$ cat src/rtl/input_skew_feeder.sv
// Reads NUM_ROWS row FIFOs with a one-cycle-per-row start skew and forwards the
// returned words to a systolic array as diagonally aligned operand wavefronts.
module input_skew_feeder #(
  parameter int unsigned DATA_WIDTH = 8,
  parameter int unsigned NUM_ROWS   = 4,
  parameter int unsigned FIFO_SIZE  = 16,
  parameter int unsigned CNT_WIDTH  = 6
) (
  input  logic                               clk,
  input  logic                               rst_n,
  input  logic                               start,
  input  logic                               abort,
  input  logic [NUM_ROWS*DATA_WIDTH*2-1:0]   fifo_data_in,
  output logic [NUM_ROWS-1:0]                fifo_rd_en,
  output logic [NUM_ROWS-1:0]                fifo_rd_clr,
  output logic [NUM_ROWS*DATA_WIDTH*2-1:0]   pe_data_out,
  output logic [NUM_ROWS-1:0]                pe_valid,
  output logic                               busy,
  output logic                               done
);

  localparam int unsigned WORD = 2 * DATA_WIDTH;
  localparam logic [CNT_WIDTH-1:0] LAST_CNT = CNT_WIDTH'(FIFO_SIZE + NUM_ROWS - 2);

  typedef enum logic [2:0] {IDLE, CLEAR, FEED, FLUSH, DONE} state_t;

  state_t               state;
  logic [CNT_WIDTH-1:0] cnt;

  // Row r reads during feed counts r .. r+FIFO_SIZE-1.
  function automatic logic [NUM_ROWS-1:0] rows_enabled(input logic [CNT_WIDTH-1:0] c);
    logic [NUM_ROWS-1:0] m;
    int unsigned         ci;
    m  = '0;
    ci = 32'(c);
    for (int unsigned r = 0; r < NUM_ROWS; r++) begin
      m[r] = (ci >= r) && (ci < r + FIFO_SIZE);
    end
    return m;
  endfunction

  always_ff @(posedge clk or negedge rst_n) begin
    if (!rst_n) begin
      state       <= IDLE;
      cnt         <= '0;
      fifo_rd_en  <= '0;
      fifo_rd_clr <= '0;
      pe_valid    <= '0;
      busy        <= 1'b0;
      done        <= 1'b0;
    end else begin
      pe_valid <= fifo_rd_en;
      if (state != IDLE && abort) begin
        state       <= IDLE;
        cnt         <= '0;
        fifo_rd_en  <= '0;
        fifo_rd_clr <= '0;
        pe_valid    <= '0;
        busy        <= 1'b0;
        done        <= 1'b0;
      end else begin
        case (state)
          IDLE: begin
            done <= 1'b0;
            if (start) begin
              state       <= CLEAR;
              fifo_rd_clr <= '1;
              busy        <= 1'b1;
            end
          end
          CLEAR: begin
            state       <= FEED;
            fifo_rd_clr <= '0;
            cnt         <= '0;
            fifo_rd_en  <= rows_enabled('0);
          end
          FEED: begin
            // Enables are registered, so they are computed for the upcoming count.
            if (cnt == LAST_CNT) begin
              state      <= FLUSH;
              fifo_rd_en <= '0;
            end else begin
              cnt        <= cnt + CNT_WIDTH'(1);
              fifo_rd_en <= rows_enabled(cnt + CNT_WIDTH'(1));
            end
          end
          FLUSH: begin
            state <= DONE;
            done  <= 1'b1;
          end
          DONE: begin
            state <= IDLE;
            done  <= 1'b0;
            busy  <= 1'b0;
            cnt   <= '0;
          end
          default: state <= IDLE;
        endcase
      end
    end
  end

  always_comb begin
    pe_data_out = '0;
    for (int unsigned r = 0; r < NUM_ROWS; r++) begin
      if (pe_valid[r]) pe_data_out[r*WORD +: WORD] = fifo_data_in[r*WORD +: WORD];
    end
  end

endmodule
$ cat config.mk
export PLATFORM = sky130hd
export DESIGN_NAME = input_skew_feeder
export DESIGN_NICKNAME = d
export VERILOG_FILES = /design/src/rtl/input_skew_feeder.sv
export SDC_FILE = /design/constraint.sdc
export NUM_CORES = 1
export LEC_CHECK = 0
export ABC_AREA = 1
export BUFFER_PORTS_ARGS = -buffer_cell sky130_fd_sc_hd__buf_2
export CORE_MARGIN = 2
export CORE_UTILIZATION = 41
export DETAILED_ROUTE_END_ITERATION = 12
export GPL_ROUTABILITY_DRIVEN = 0
export PLACE_DENSITY = 0.86
export SLEW_MARGIN = 25
export SYNTH_ARGS = -nofsm -noshare
export SYNTH_HDL_FRONTEND = slang
export SYNTH_SLANG_ARGS = --single-unit
$ cat constraint.sdc
create_clock -name clk -period 4.5 [get_ports clk]
set_input_delay 0.675 -clock clk [delete_from_list [all_inputs] [get_ports clk]]
set_output_delay 0.675 -clock clk [all_outputs]
set_load 0.01 [all_outputs]
# Word-level counts from Yosys, hierarchy flattened
# Index checks and enable logic that the tools add are counted.
# op_classes
addsub,1
multipliers,0
div_mod_pow,0
magnitude_cmp,7
eq_ne,8
shift,0
muxes,23
bitwise,0
reduce_logical,17
# op_table
operator,count
two-way mux 16 bit,4
"less-than comparator 6 x 5 -> 1 bit, second input constant",4
two-way mux 4 bit,5
nonzero test 3 bit,6
case mux 4 bit (2 select lines),2
">= comparator 6 x 2 -> 1 bit, second input constant",2
two-way mux 6 bit,2
case mux 3 bit (4 select lines),1
case mux 6 bit (2 select lines),1
two-way mux 3 bit,3
"inequality test 3 bit, second input constant",3
AND reduction 2 bit,4
"adder 6 x 1 -> 6 bit, second input constant",1
"== test 3 x 2 -> 1 bit, second input constant",2
"== test 6 x 5 -> 1 bit, second input constant",1
">= comparator 6 x 1 -> 1 bit, second input constant",1
logical AND 1 bit,4
case mux 1 bit (2 select lines),2
OR reduction 2 bit,2
"== test 3 x 1 -> 1 bit, second input constant",1
"== test 3 bit, second input constant",1
logical NOT 3 bit,1
two-way mux 1 bit,3
# totals
regBits,23
latchBits,0
mem_bits_rw,0
romBits,0
in_bits,68
wordCells,63
memories,0

# Depth between registers and ports, before layout
# depth
word_depth,6
mapped_depth,10

# Worst setup path after synthesis
# OpenSTA, ideal clock, no wires.
# synth_path
path_type,reg-to-output
start,register pe_valid[0]
end,output port pe_data_out[10]
arrival_time_ns,1.029
t_required_ns,3.825
slack_ns,2.796
stages_incl_launch_ff,5
path_buffers,2
path_cell_list,dfrtp_1 > clkbuf_1 > clkbuf_1 > nand2_1 > inv_1
# synth_via
elab_chain_cells,1
# synth_rtl
item,line,source
"start, declared",17,"output logic [NUM_ROWS-1:0] pe_valid,"
"start signal, assigned",52,pe_valid <= fifo_rd_en;
two-way mux 16 bit,106,if (pe_valid[r]) pe_data_out[r*WORD +: WORD] = fifo_data_in[r*WORD +: WORD];
"end, declared",16,"output logic [NUM_ROWS*DATA_WIDTH*2-1:0] pe_data_out,"
# Every way passes these cells.

# Worst setup path in the final report
# layout_path
start,register pe_valid[3]
end,output port pe_data_out[59]
# The elaborated chain is that of the path after synthesis.

==> metrics.cfg <==
[layout]
fin_nets = 490
drive_gt1_share_pct = 41.5
area.growth.synth_to_final_pct = 48.1
final_core_util_pct = 62.8

[synth]
synthFlopType = dfrtp_1
ys_seq_elements = 20
synth_edf_count = 0
synth_warnings = 0
synth_fp_nets = 351
synth_top_area_share_pct = 29.7
syn_area_per_cell_um2 = 6.03
synth.most_common_cell = nand2_1
synthTopCellsByCount = 97 x nand2_1, 89 x inv_1, 20 x dfrtp_1, 13 x nor2_1, 10 x nand3_1
synth_area_leader_cell = dfrtp_1
synth_area_mm2 = 0.00168
ys_top_cells_by_area = dfrtp_1 30%, nand2_1 22%, inv_1 20%, o21ai_2 3.6%, ha_1 3.0%
synth_cells = 279
synth_seq_area_share_pct = 29.7
synthArstFlopShare_pct = 100
yosysUniqueCellTypes = 23

[floorplan]
coreArea_mm2 = 0.00397
die_x_um = 68.1
dieArea_mm2 = 0.00463
rows = 23
initial_utilization_pct = 42.4
die_h_um = 68.1
ios = 146

[global_routing]
antenna_found_initial = 1
grt_max_degree = 21
grt_overflow = 0
use_met3_pct = 5.26
grt-busiest-layer = met2
grt_usage_pct = 19.7
grt_pass1_wl_um = 6970
grtUsageMet2_pct = 33.1
grt_pass1_vias = 1589
grtUsageMet1_pct = 25.4

[clock_tree]
cts_hold_buf = 0
cts_tree = built
clkTransAtPathRegs_ns = 0.08
cts_buffers = 3
clock-root-buffer = clkbuf_8
cts_max_level = 1
clk_path_buf_depth = 2
clock_latency_ns = 0.26
cts_resized = 0
postCtsSetupRepairBufs = 0
cts_sinks = 20

[critical_path]
worstSetupPathType = flip-flop to output port
worst_setup_path_end_kind = output port
critPathRequiredTime_ns = 3.83
cp_max_fo = 17
arrival_ns = 1.30
cp-start-kind = flip-flop

[routing]
ant_nets = 0
first_iter_violations = 40
drt_first_pass_iters = 4
wl_per_cell_um = 10.8
vias = 1998
drt_wl_total_um = 5050
routed_via_density = 4.27
drc = 0

[job]
cap_violations = 0

[timing]
setup_viol = 0
drv_slew = 0
fin_skew_ns = 0.00770
fin_tns_setup_ns = 0
hold_slack_ns = 0.343
max_freq_mhz = 507
tightest_slew_ns = 0.544
hold_viol_final = 0
max-slew-margin-rel_pct = 63.7
finalCriticalPeriod_ns = 1.97
fin_crit_sh_pct = 43.8
fin_ws_ns = 2.53
rsz0062_at_grt = no

[power_and_ir_drop]
power_density_mw_per_mm2 = 389
vdd_drop_max_uv = 169
power.leakage_nw = 1.98
finalPower_mw = 0.970

[worst_hold_path]
holdCritPathClass = input pin to async pin

[placed_design]
dp_hpwl_um = 4180
post-place-ws_ns = 2.76
io_buffers = 145

[status]
outcome = finished, final reports clean

## critical path, cell delays in order (launching register included)
cell and delay [ns]:
dfrtp_1 0.64, nand2_1 0.18, inv_1 0.09, buf_2 0.13
## layer usage
layer	up-vias	wire length, µm
met5	-	0
met4	0	19
met3	3	533
met2	79	2370
met1	855	2120
li1	1061	-
## registers in the layout, summed over array words and instances, names as in the netlist
signal       flops
cnt              6
fifo_rd_en       4
busy             1
done             1
fifo_rd_clr      1
pe_valid         4
state            3
## area by class of cell
cell class	instances	area (µm²)
timing repair buffer	145	726
clock buffer	3	41.3
multi-input combinational	157	788
inverter	91	342
sequential	20	500
clock inverter	1	30.0
fill	376	1480
tap	50	62.6
antenna	1	2.50
## worst paths after layout
kind	start	end	slack, ns	depth (start not counted)
setup / recovery	pe_valid[3]$_DFF_PN0_	pe_data_out[59]	2.53	3
setup reg to reg	cnt[0]$_DFFE_PN0P_	cnt[4]$_DFFE_PN0P_	2.87	8
hold reg to reg	busy$_DFFE_PN0P_	busy$_DFFE_PN0P_	0.50	2
max in group asynchronous	rst_n	state[2]$_DFFE_PN0P_	3.83	1
hold / removal	rst_n	cnt[1]$_DFFE_PN0P_	0.34	1
min in group clk	busy$_DFFE_PN0P_	busy$_DFFE_PN0P_	0.50	2
## where the power goes
part / internal (mW) / switching [mW] / leakage, nW / total, mW
registers: 0.224 / 0.0779 / 0.268 / 0.302
logic: 0.192 / 0.294 / 1.68 / 0.486
clock network: 0.119 / 0.0631 / 0.0357 / 0.182
## metrics by stage
stage          std cells  area, µm²
2_1_floorplan        279       1680
3_3_place_gp         463       2420
3_5_place_dp         463       2420
4_1_cts              467       2490
5_1_grt              467       2490
6_report             468       2490
## cells in the final DEF, fill, tap and decap left out, types with 2 or more instances in the layout
| cell type | n |
|---|---|
| a21oi_1 | 2 |
| buf_2 | 145 |
| clkbuf_8 | 3 |
| dfrtp_1 | 20 |
| ha_1 | 4 |
| inv_1 | 89 |
| inv_2 | 2 |
| nand2_1 | 97 |
| nand2_2 | 6 |
| nand3_1 | 10 |
| nand3_2 | 2 |
| nand4_1 | 4 |
| nor2_1 | 13 |
| nor2_2 | 2 |
| nor2_4 | 2 |
| o21ai_1 | 2 |
| o21ai_2 | 7 |
## kinds of logic (layout without fill, tap and decap cells)
group	count (synthesis)	after routing	synth area share, %
AOI/OAI and AO/OA	14	14	6.17
other	0	1	0
buffers and inverters	102	240	23.4
DFF	20	20	29.7
and+or+nand+nor	139	139	37.7
adders and majority gates	4	4	2.97
(Power assumes the default switching activity.)
